`config.mk`:
```
export PLATFORM = sky130hd
export DESIGN_NAME = mem_port_arbiter_flat
export DESIGN_NICKNAME = d
export VERILOG_FILES = /design/src/rtl/mem_port_arbiter_if.sv /design/src/rtl/mem_port_arbiter.sv /design/src/flat_wrapper.sv
export SDC_FILE = /design/constraint.sdc
export NUM_CORES = 1
export LEC_CHECK = 0
export CORE_UTILIZATION = 43
export DETAILED_ROUTE_END_ITERATION = 8
export GPL_TIMING_DRIVEN = 0
export PLACE_DENSITY = 0.85
export SKIP_CTS_REPAIR_TIMING = 1
export SYNTH_ARGS = -nofsm -noshare
export SYNTH_HDL_FRONTEND = slang
export SYNTH_SLANG_ARGS = --single-unit
```
`constraint.sdc`:
```
create_clock -name clk -period 3.7 [get_ports clk]
set_clock_uncertainty 0.15 [all_clocks]
set_input_delay 0.555 -clock clk [delete_from_list [all_inputs] [get_ports clk]]
set_output_delay 0.555 -clock clk [all_outputs]
set_load 0.01 [all_outputs]
```
`src/rtl/mem_port_arbiter_if.sv`:
```
// Bundle of the fetch, data and memory-side signals around the unified memory arbiter.
// The master modport is the arbiter's view, and the slave modport is the view of the pipeline and memory.
interface mem_port_arbiter_if #(
  parameter int ADDR_W = 32,
  parameter int DATA_W = 32
);
  logic              if_req;
  logic [ADDR_W-1:0] if_addr;
  logic              if_flush;
  logic              if_valid;
  logic [DATA_W-1:0] if_rdata;
  logic              d_req;
  logic              d_we;
  logic [ADDR_W-1:0] d_addr;
  logic [DATA_W-1:0] d_wdata;
  logic [2:0]        d_func;
  logic              d_valid;
  logic [DATA_W-1:0] d_rdata;
  logic              mem_req;
  logic              mem_we;
  logic [ADDR_W-1:0] mem_addr;
  logic [DATA_W-1:0] mem_wdata;
  logic [2:0]        mem_func;
  logic [DATA_W-1:0] mem_rdata;
  logic              mem_ready;
  logic              stall;

  modport master (
    input  if_req, if_addr, if_flush, d_req, d_we, d_addr, d_wdata, d_func,
           mem_rdata, mem_ready,
    output if_valid, if_rdata, d_valid, d_rdata, mem_req, mem_we, mem_addr,
           mem_wdata, mem_func, stall
  );

  modport slave (
    output if_req, if_addr, if_flush, d_req, d_we, d_addr, d_wdata, d_func,
           mem_rdata, mem_ready,
    input  if_valid, if_rdata, d_valid, d_rdata, mem_req, mem_we, mem_addr,
           mem_wdata, mem_func, stall
  );
endinterface

```
`src/rtl/mem_port_arbiter.sv`:
```
// Shares one single-ported memory between instruction fetch and data access.
// Data requests normally win, and fetch is forced through after STARVE_MAX data grants.
module mem_port_arbiter #(
  parameter int ADDR_W     = 32,
  parameter int DATA_W     = 32,
  parameter int STARVE_MAX = 4
) (
  input  logic                 clk,
  input  logic                 rst,
  mem_port_arbiter_if.master   bus
);
  localparam logic [3:0] STARVE_LIM = 4'(STARVE_MAX);
  localparam logic [2:0] FUNC_WORD  = 3'b010;

  typedef enum logic [1:0] {
    IDLE  = 2'd0,
    FETCH = 2'd1,
    DATA  = 2'd2
  } state_t;

  state_t            state_r;
  logic [3:0]        starve_cnt_r;
  logic              flush_pend_r;
  logic              if_valid_r;
  logic [DATA_W-1:0] if_rdata_r;
  logic              d_valid_r;
  logic [DATA_W-1:0] d_rdata_r;
  logic              mem_req_r;
  logic              mem_we_r;
  logic [ADDR_W-1:0] mem_addr_r;
  logic [DATA_W-1:0] mem_wdata_r;
  logic [2:0]        mem_func_r;
  logic              grant_data_s;
  logic              grant_fetch_s;
  logic              starved_s;

  // Arbitration decode used only while idle
  always_comb begin
    grant_data_s  = 1'b0;
    grant_fetch_s = 1'b0;
    starved_s     = bus.if_req && (starve_cnt_r == STARVE_LIM);
    if (state_r == IDLE) begin
      if (bus.d_req && !starved_s) begin
        grant_data_s = 1'b1;
      end else if (bus.if_req && !bus.if_flush) begin
        grant_fetch_s = 1'b1;
      end else begin
        grant_fetch_s = 1'b0;
      end
    end else begin
      grant_data_s  = 1'b0;
      grant_fetch_s = 1'b0;
    end
  end

  // Arbiter state machine with all outputs registered
  always_ff @(posedge clk) begin
    if (!rst) begin
      state_r      <= IDLE;
      starve_cnt_r <= 4'd0;
      flush_pend_r <= 1'b0;
      if_valid_r   <= 1'b0;
      if_rdata_r   <= {DATA_W{1'b0}};
      d_valid_r    <= 1'b0;
      d_rdata_r    <= {DATA_W{1'b0}};
      mem_req_r    <= 1'b0;
      mem_we_r     <= 1'b0;
      mem_addr_r   <= {ADDR_W{1'b0}};
      mem_wdata_r  <= {DATA_W{1'b0}};
      mem_func_r   <= 3'b000;
    end else begin
      if_valid_r <= 1'b0;
      d_valid_r  <= 1'b0;
      case (state_r)
        IDLE: begin
          flush_pend_r <= 1'b0;
          if (grant_data_s) begin
            state_r     <= DATA;
            mem_req_r   <= 1'b1;
            mem_we_r    <= bus.d_we;
            mem_addr_r  <= bus.d_addr;
            mem_wdata_r <= bus.d_wdata;
            mem_func_r  <= bus.d_func;
            // Only data grants made while a fetch waits count toward starvation
            if (!bus.if_req) begin
              starve_cnt_r <= 4'd0;
            end else if (starve_cnt_r != STARVE_LIM) begin
              starve_cnt_r <= starve_cnt_r + 4'd1;
            end else begin
              starve_cnt_r <= starve_cnt_r;
            end
          end else if (grant_fetch_s) begin
            state_r      <= FETCH;
            mem_req_r    <= 1'b1;
            mem_we_r     <= 1'b0;
            mem_addr_r   <= bus.if_addr;
            mem_wdata_r  <= {DATA_W{1'b0}};
            mem_func_r   <= FUNC_WORD;
            starve_cnt_r <= 4'd0;
          end else if (!bus.if_req) begin
            starve_cnt_r <= 4'd0;
          end else begin
            starve_cnt_r <= starve_cnt_r;
          end
        end
        FETCH: begin
          if (bus.mem_ready) begin
            state_r      <= IDLE;
            mem_req_r    <= 1'b0;
            if_rdata_r   <= bus.mem_rdata;
            if_valid_r   <= !(flush_pend_r || bus.if_flush);
            flush_pend_r <= 1'b0;
          end else if (bus.if_flush) begin
            flush_pend_r <= 1'b1;
          end else begin
            flush_pend_r <= flush_pend_r;
          end
        end
        DATA: begin
          if (bus.mem_ready) begin
            state_r   <= IDLE;
            mem_req_r <= 1'b0;
            d_valid_r <= 1'b1;
            if (!mem_we_r) begin
              d_rdata_r <= bus.mem_rdata;
            end else begin
              d_rdata_r <= d_rdata_r;
            end
          end else begin
            mem_req_r <= 1'b1;
          end
        end
        default: begin
          state_r   <= IDLE;
          mem_req_r <= 1'b0;
        end
      endcase
    end
  end

  assign bus.if_valid  = if_valid_r;
  assign bus.if_rdata  = if_rdata_r;
  assign bus.d_valid   = d_valid_r;
  assign bus.d_rdata   = d_rdata_r;
  assign bus.mem_req   = mem_req_r;
  assign bus.mem_we    = mem_we_r;
  assign bus.mem_addr  = mem_addr_r;
  assign bus.mem_wdata = mem_wdata_r;
  assign bus.mem_func  = mem_func_r;
  // Stall must drop in the same cycle as the valid pulse, so it cannot be registered
  assign bus.stall = (bus.if_req & ~if_valid_r & ~bus.if_flush) |
                     (bus.d_req & ~d_valid_r);
endmodule

```
`src/flat_wrapper.sv`:
```
// flat-port wrapper written by rule: the top's interface ports become plain ports
module mem_port_arbiter_flat 
#(
  parameter int ADDR_W     = 32,
  parameter int DATA_W     = 32,
  parameter int STARVE_MAX = 4
)
  (clk, rst, bus_if_req, bus_if_addr, bus_if_flush, bus_d_req, bus_d_we, bus_d_addr, bus_d_wdata, bus_d_func, bus_mem_rdata, bus_mem_ready, bus_if_valid, bus_if_rdata, bus_d_valid, bus_d_rdata, bus_mem_req, bus_mem_we, bus_mem_addr, bus_mem_wdata, bus_mem_func, bus_stall);
  mem_port_arbiter_if #(.ADDR_W(ADDR_W), .DATA_W(DATA_W)) bus_i ();
  input  logic clk;
  input  logic rst;
  input wire logic [$bits(bus_i.if_req)-1:0] bus_if_req;
  input wire logic [$bits(bus_i.if_addr)-1:0] bus_if_addr;
  input wire logic [$bits(bus_i.if_flush)-1:0] bus_if_flush;
  input wire logic [$bits(bus_i.d_req)-1:0] bus_d_req;
  input wire logic [$bits(bus_i.d_we)-1:0] bus_d_we;
  input wire logic [$bits(bus_i.d_addr)-1:0] bus_d_addr;
  input wire logic [$bits(bus_i.d_wdata)-1:0] bus_d_wdata;
  input wire logic [$bits(bus_i.d_func)-1:0] bus_d_func;
  input wire logic [$bits(bus_i.mem_rdata)-1:0] bus_mem_rdata;
  input wire logic [$bits(bus_i.mem_ready)-1:0] bus_mem_ready;
  output wire logic [$bits(bus_i.if_valid)-1:0] bus_if_valid;
  output wire logic [$bits(bus_i.if_rdata)-1:0] bus_if_rdata;
  output wire logic [$bits(bus_i.d_valid)-1:0] bus_d_valid;
  output wire logic [$bits(bus_i.d_rdata)-1:0] bus_d_rdata;
  output wire logic [$bits(bus_i.mem_req)-1:0] bus_mem_req;
  output wire logic [$bits(bus_i.mem_we)-1:0] bus_mem_we;
  output wire logic [$bits(bus_i.mem_addr)-1:0] bus_mem_addr;
  output wire logic [$bits(bus_i.mem_wdata)-1:0] bus_mem_wdata;
  output wire logic [$bits(bus_i.mem_func)-1:0] bus_mem_func;
  output wire logic [$bits(bus_i.stall)-1:0] bus_stall;
  assign bus_i.if_req = bus_if_req;
  assign bus_i.if_addr = bus_if_addr;
  assign bus_i.if_flush = bus_if_flush;
  assign bus_i.d_req = bus_d_req;
  assign bus_i.d_we = bus_d_we;
  assign bus_i.d_addr = bus_d_addr;
  assign bus_i.d_wdata = bus_d_wdata;
  assign bus_i.d_func = bus_d_func;
  assign bus_i.mem_rdata = bus_mem_rdata;
  assign bus_i.mem_ready = bus_mem_ready;
  assign bus_if_valid = bus_i.if_valid;
  assign bus_if_rdata = bus_i.if_rdata;
  assign bus_d_valid = bus_i.d_valid;
  assign bus_d_rdata = bus_i.d_rdata;
  assign bus_mem_req = bus_i.mem_req;
  assign bus_mem_we = bus_i.mem_we;
  assign bus_mem_addr = bus_i.mem_addr;
  assign bus_mem_wdata = bus_i.mem_wdata;
  assign bus_mem_func = bus_i.mem_func;
  assign bus_stall = bus_i.stall;
  mem_port_arbiter #(.ADDR_W(ADDR_W), .DATA_W(DATA_W), .STARVE_MAX(STARVE_MAX)) u_core (.clk(clk), .rst(rst), .bus(bus_i));
endmodule
```
==> impl_metrics.toml <==
[hold_path]
hp-class = "in2reg"

[floorplanning]
fp-row-count = 40
core_mm2 = 0.0122
fp.dieArea_mm2 = 0.0131
io_pins = 274
chipWidth_um = 114
fp.dieH_um = 114
initial_core_util_pct = 44.6

[timing]
period_needed_ns = 2.96
tightest_slew_ns = 0.555
maxSlewViolCount = 0
timing.final.ws_setup_ns = 0.738
min_period_over_period_pct = 80.1
rsz0062_at_grt = "false"
maxSlewHeadroom_pct = 63.0
hold_viol = 0
tns_ns = 0
setup_viol = 0
fmax_mhz = 338

[finish]
nets = 1045
syn_to_final_growth_pct = 65.7
fill_cells = 905
drive_gt1_share_pct = 6.35
antennaDiodeCount = 0
post-route-util_pct = 73.9

[detailed_routing]
postRouteAntennaNets = 0
num_vias = 5580
via_per_inst = 5.16
wl_mm = 17.8
drtIter0Drc = 324
drc = 0
wl_per_cell_um = 16.4
drt_first_pass_iters = 5

[logic_synthesis]
synth_flop_cell = "dfxtp_1"
yosys-top-cells-area = "dfxtp_1 (52%), nand2_1 (9.6%), a21oi_1 (9.2%), a22o_1 (5.7%), o21bai_1 (4.6%)"
synth_top_area_cell = "dfxtp_1"
yosysWarningCount = 0
yosysSeqAreaShare_pct = 52.4
yosysMostFrequentCell = "dfxtp_1"
async_reset_ff_share_pct = 0
synth_edf_count = 0
synth_area_mm2 = 0.00542
netlist_instances = 613
ys_top_cells_by_count = "dfxtp_1 (142), nand2_1 (139), a21oi_1 (100)"
ys_seq_elements = 142
synth_top_area_share_pct = 52.4
yosysUniqueCellTypes = 36
syn_area_per_cell_um2 = 8.84
syn-num-nets = 756

[worst_setup_path]
crit_end = "bus_stall"
path_class = "in2out"
rr_worst_depth = 8
cp_slowest_stage_delay_ns = 0.55
cpMostUsedCell = "clkdlybuf4s50_1"
r2r-start = "u_core.state_r[0]"
required_ns = 2.99
cp_data_arrival_time_ns = 2.26
endpoint_kind = "primary output"
critPathBufInv = 4
crit_slowest_cell = "clkdlybuf4s50_1"
rrSetupSlack_ns = 1.71
cp_cell_sequence = "clkdlybuf4s50_1 -> nand2b_1 -> buf_4 -> buf_2 -> o22ai_1 -> clkdlybuf4s50_1"
r2r_end = "u_core.bus.d_rdata[2]"
crit_family = "buffers and inverters"
start_kind = "primary input"
cp-startpoint = "bus_if_flush"
crit_fanout = 10
crit_cells = 6

[global_routing]
antenna_found_initial = 0
grt_pass1_wl_mm = 27.8
grt_pass1_vias = 5473
grt_max_degree = 17
grt-ovfl-total = 0
grt_usage_pct = 27.5

[placed_design]
place_hpwl_mm = 12.8
io_buffers = 270
pre_cts_slack_ns = 0.728
routabilityCongestion = 0.789

[clock_network]
path_clk_slew_ns = 0.06
clk_latency_ns = 0.42
clockRootBuffer = "clkbuf_16"
cts.sinks = 142
cts_buffers = 17
cts_tree = "yes"
h-tree-depth = 4
cts.path.max_buffers = 2

[power_and_ir_drop]
irDropWorstVdd_v = 0.000330
p_per_area_mw_per_mm2 = 475
p_leak_nw = 3.21

[run]
maxCapViolCount = 0

[run_status]
outcome = "finished, final reports clean"
==> where the power goes <==
group | leakage (nW) | internal (mW) | total, mW | switching (mW)
Sequential | 1.16 | 1.63 | 1.68 | 0.0537
Clock | 0.309 | 1.25 | 1.89 | 0.638
Combinational | 1.74 | 0.385 | 0.695 | 0.310
Total | 3.21 | 3.27 | 4.27 | 1.00
==> final cells by class <==
cell class / count / area [um2] / share of cell area [%]
Timing Repair Buffer: 270 / 2700 / 30.1
Multi-Input combinational cell: 409 / 2300 / 25.6
Inverter: 8 / 30.0 / 0.334
Tap cell: 168 / 210 / 2.34
Clock buffer: 19 / 433 / 4.82
Buffer: 54 / 250 / 2.79
Sequential cell: 142 / 2840 / 31.6
Clock inverter: 12 / 218 / 2.42
==> worst register-to-register path: cells and delay by family, from the launching register on <==
kind,cells,cell delay [ns]
buffers and inverters,3,0.66
and+or+nand+nor,3,0.39
adders and majority gates,1,0.21
DFF,1,0.34
AOI/OAI and AO/OA,1,0.17
==> how the worst min path moves through the flow <==
stage                     cells after the start                      to                start  slack, ns
after floorplan                               1     u_core.bus.if_valid  u_core.flush_pend_r       0.24
after global placement                        1     u_core.bus.if_valid  u_core.flush_pend_r       0.26
after detailed placement                      1     u_core.bus.if_valid  u_core.flush_pend_r       0.27
after CTS                                     3  u_core.starve_cnt_r[2]           bus_if_req       0.26
after global routing                          3  u_core.starve_cnt_r[2]           bus_if_req       0.28
final                                         3  u_core.starve_cnt_r[2]           bus_if_req       0.27
==> per-layer routing <==
| layer | global-route usage [%] | up-vias | share of wire (%) |
|---|---|---|---|
| li1 | - | 2730 | - |
| met1 | 30.7 | 2588 | 40 |
| met2 | 47.1 | 219 | 49 |
| met3 | 9.05 | 43 | 7.7 |
| met4 | 13.4 | 0 | 3.5 |
| met5 | 0 | - | 0 |
==> flip-flops by register name, summed over array words and instances (netlist names) <==
register / flops
u_core.bus.mem_we: 1
u_core.bus.if_valid: 1
u_core.starve_cnt_r: 4
u_core.bus.d_rdata: 32
u_core.bus.mem_req: 1
u_core.flush_pend_r: 1
u_core.bus.mem_wdata: 32
u_core.bus.mem_addr: 32
u_core.bus.d_valid: 1
u_core.bus.mem_func: 3
u_core.state_r: 2
u_core.bus.if_rdata: 32
==> stage by stage <==
stage / hold slack, ns / std cells / cell area (um2) / power [mW]
global route: 0.278 / 1082 / 8980 / 4.42
detailed placement: 0.267 / 1051 / 8330 / 2.40
floorplan: 0.242 / 613 / 5420 / 1.98
finish: 0.267 / 1082 / 8980 / 4.27
CTS: 0.256 / 1082 / 8980 / 4.29
global placement: 0.265 / 1051 / 8330 / 2.39
==> cells in the final DEF, fill, tap and decap left out, drive strengths merged <==
cell,synthesis,routed
clkinvlp,0,3
o21ai,36,36
a31oi,2,2
nor3,1,1
nand3,2,2
o22ai,3,3
nor4,1,1
xor2,1,1
a21oi,100,100
or2,1,1
ha,5,5
o221a,1,1
nor2,5,5
nand2b,1,1
o21a,1,1
nand4b,1,1
clkdlybuf4s50,0,270
nor2b,2,2
and2,3,3
a22o,35,35
inv,8,8
bufinv,0,6
a211oi,32,32
clkbuf,30,49
nand2,139,139
a221oi,1,1
and4b,1,1
clkinv,0,3
dfxtp,142,142
o21bai,33,33
a32o,1,1
buf,24,24
mux2i,1,1
==> logic make-up (layout without fill, tap and decap cells) <==
group / after synthesis / count (layout) / synth area share (%)
buf+inv: 62 / 363 / 5.17
fa+ha+maj: 5 / 5 / 1.15
mux: 1 / 1 / 0.185
simple gates: 157 / 157 / 12.0
flops: 142 / 142 / 52.4
xor+xnor: 1 / 1 / 0.162
compound gates: 245 / 245 / 28.8
No activity file was read; power rests on OpenSTA's default activity.
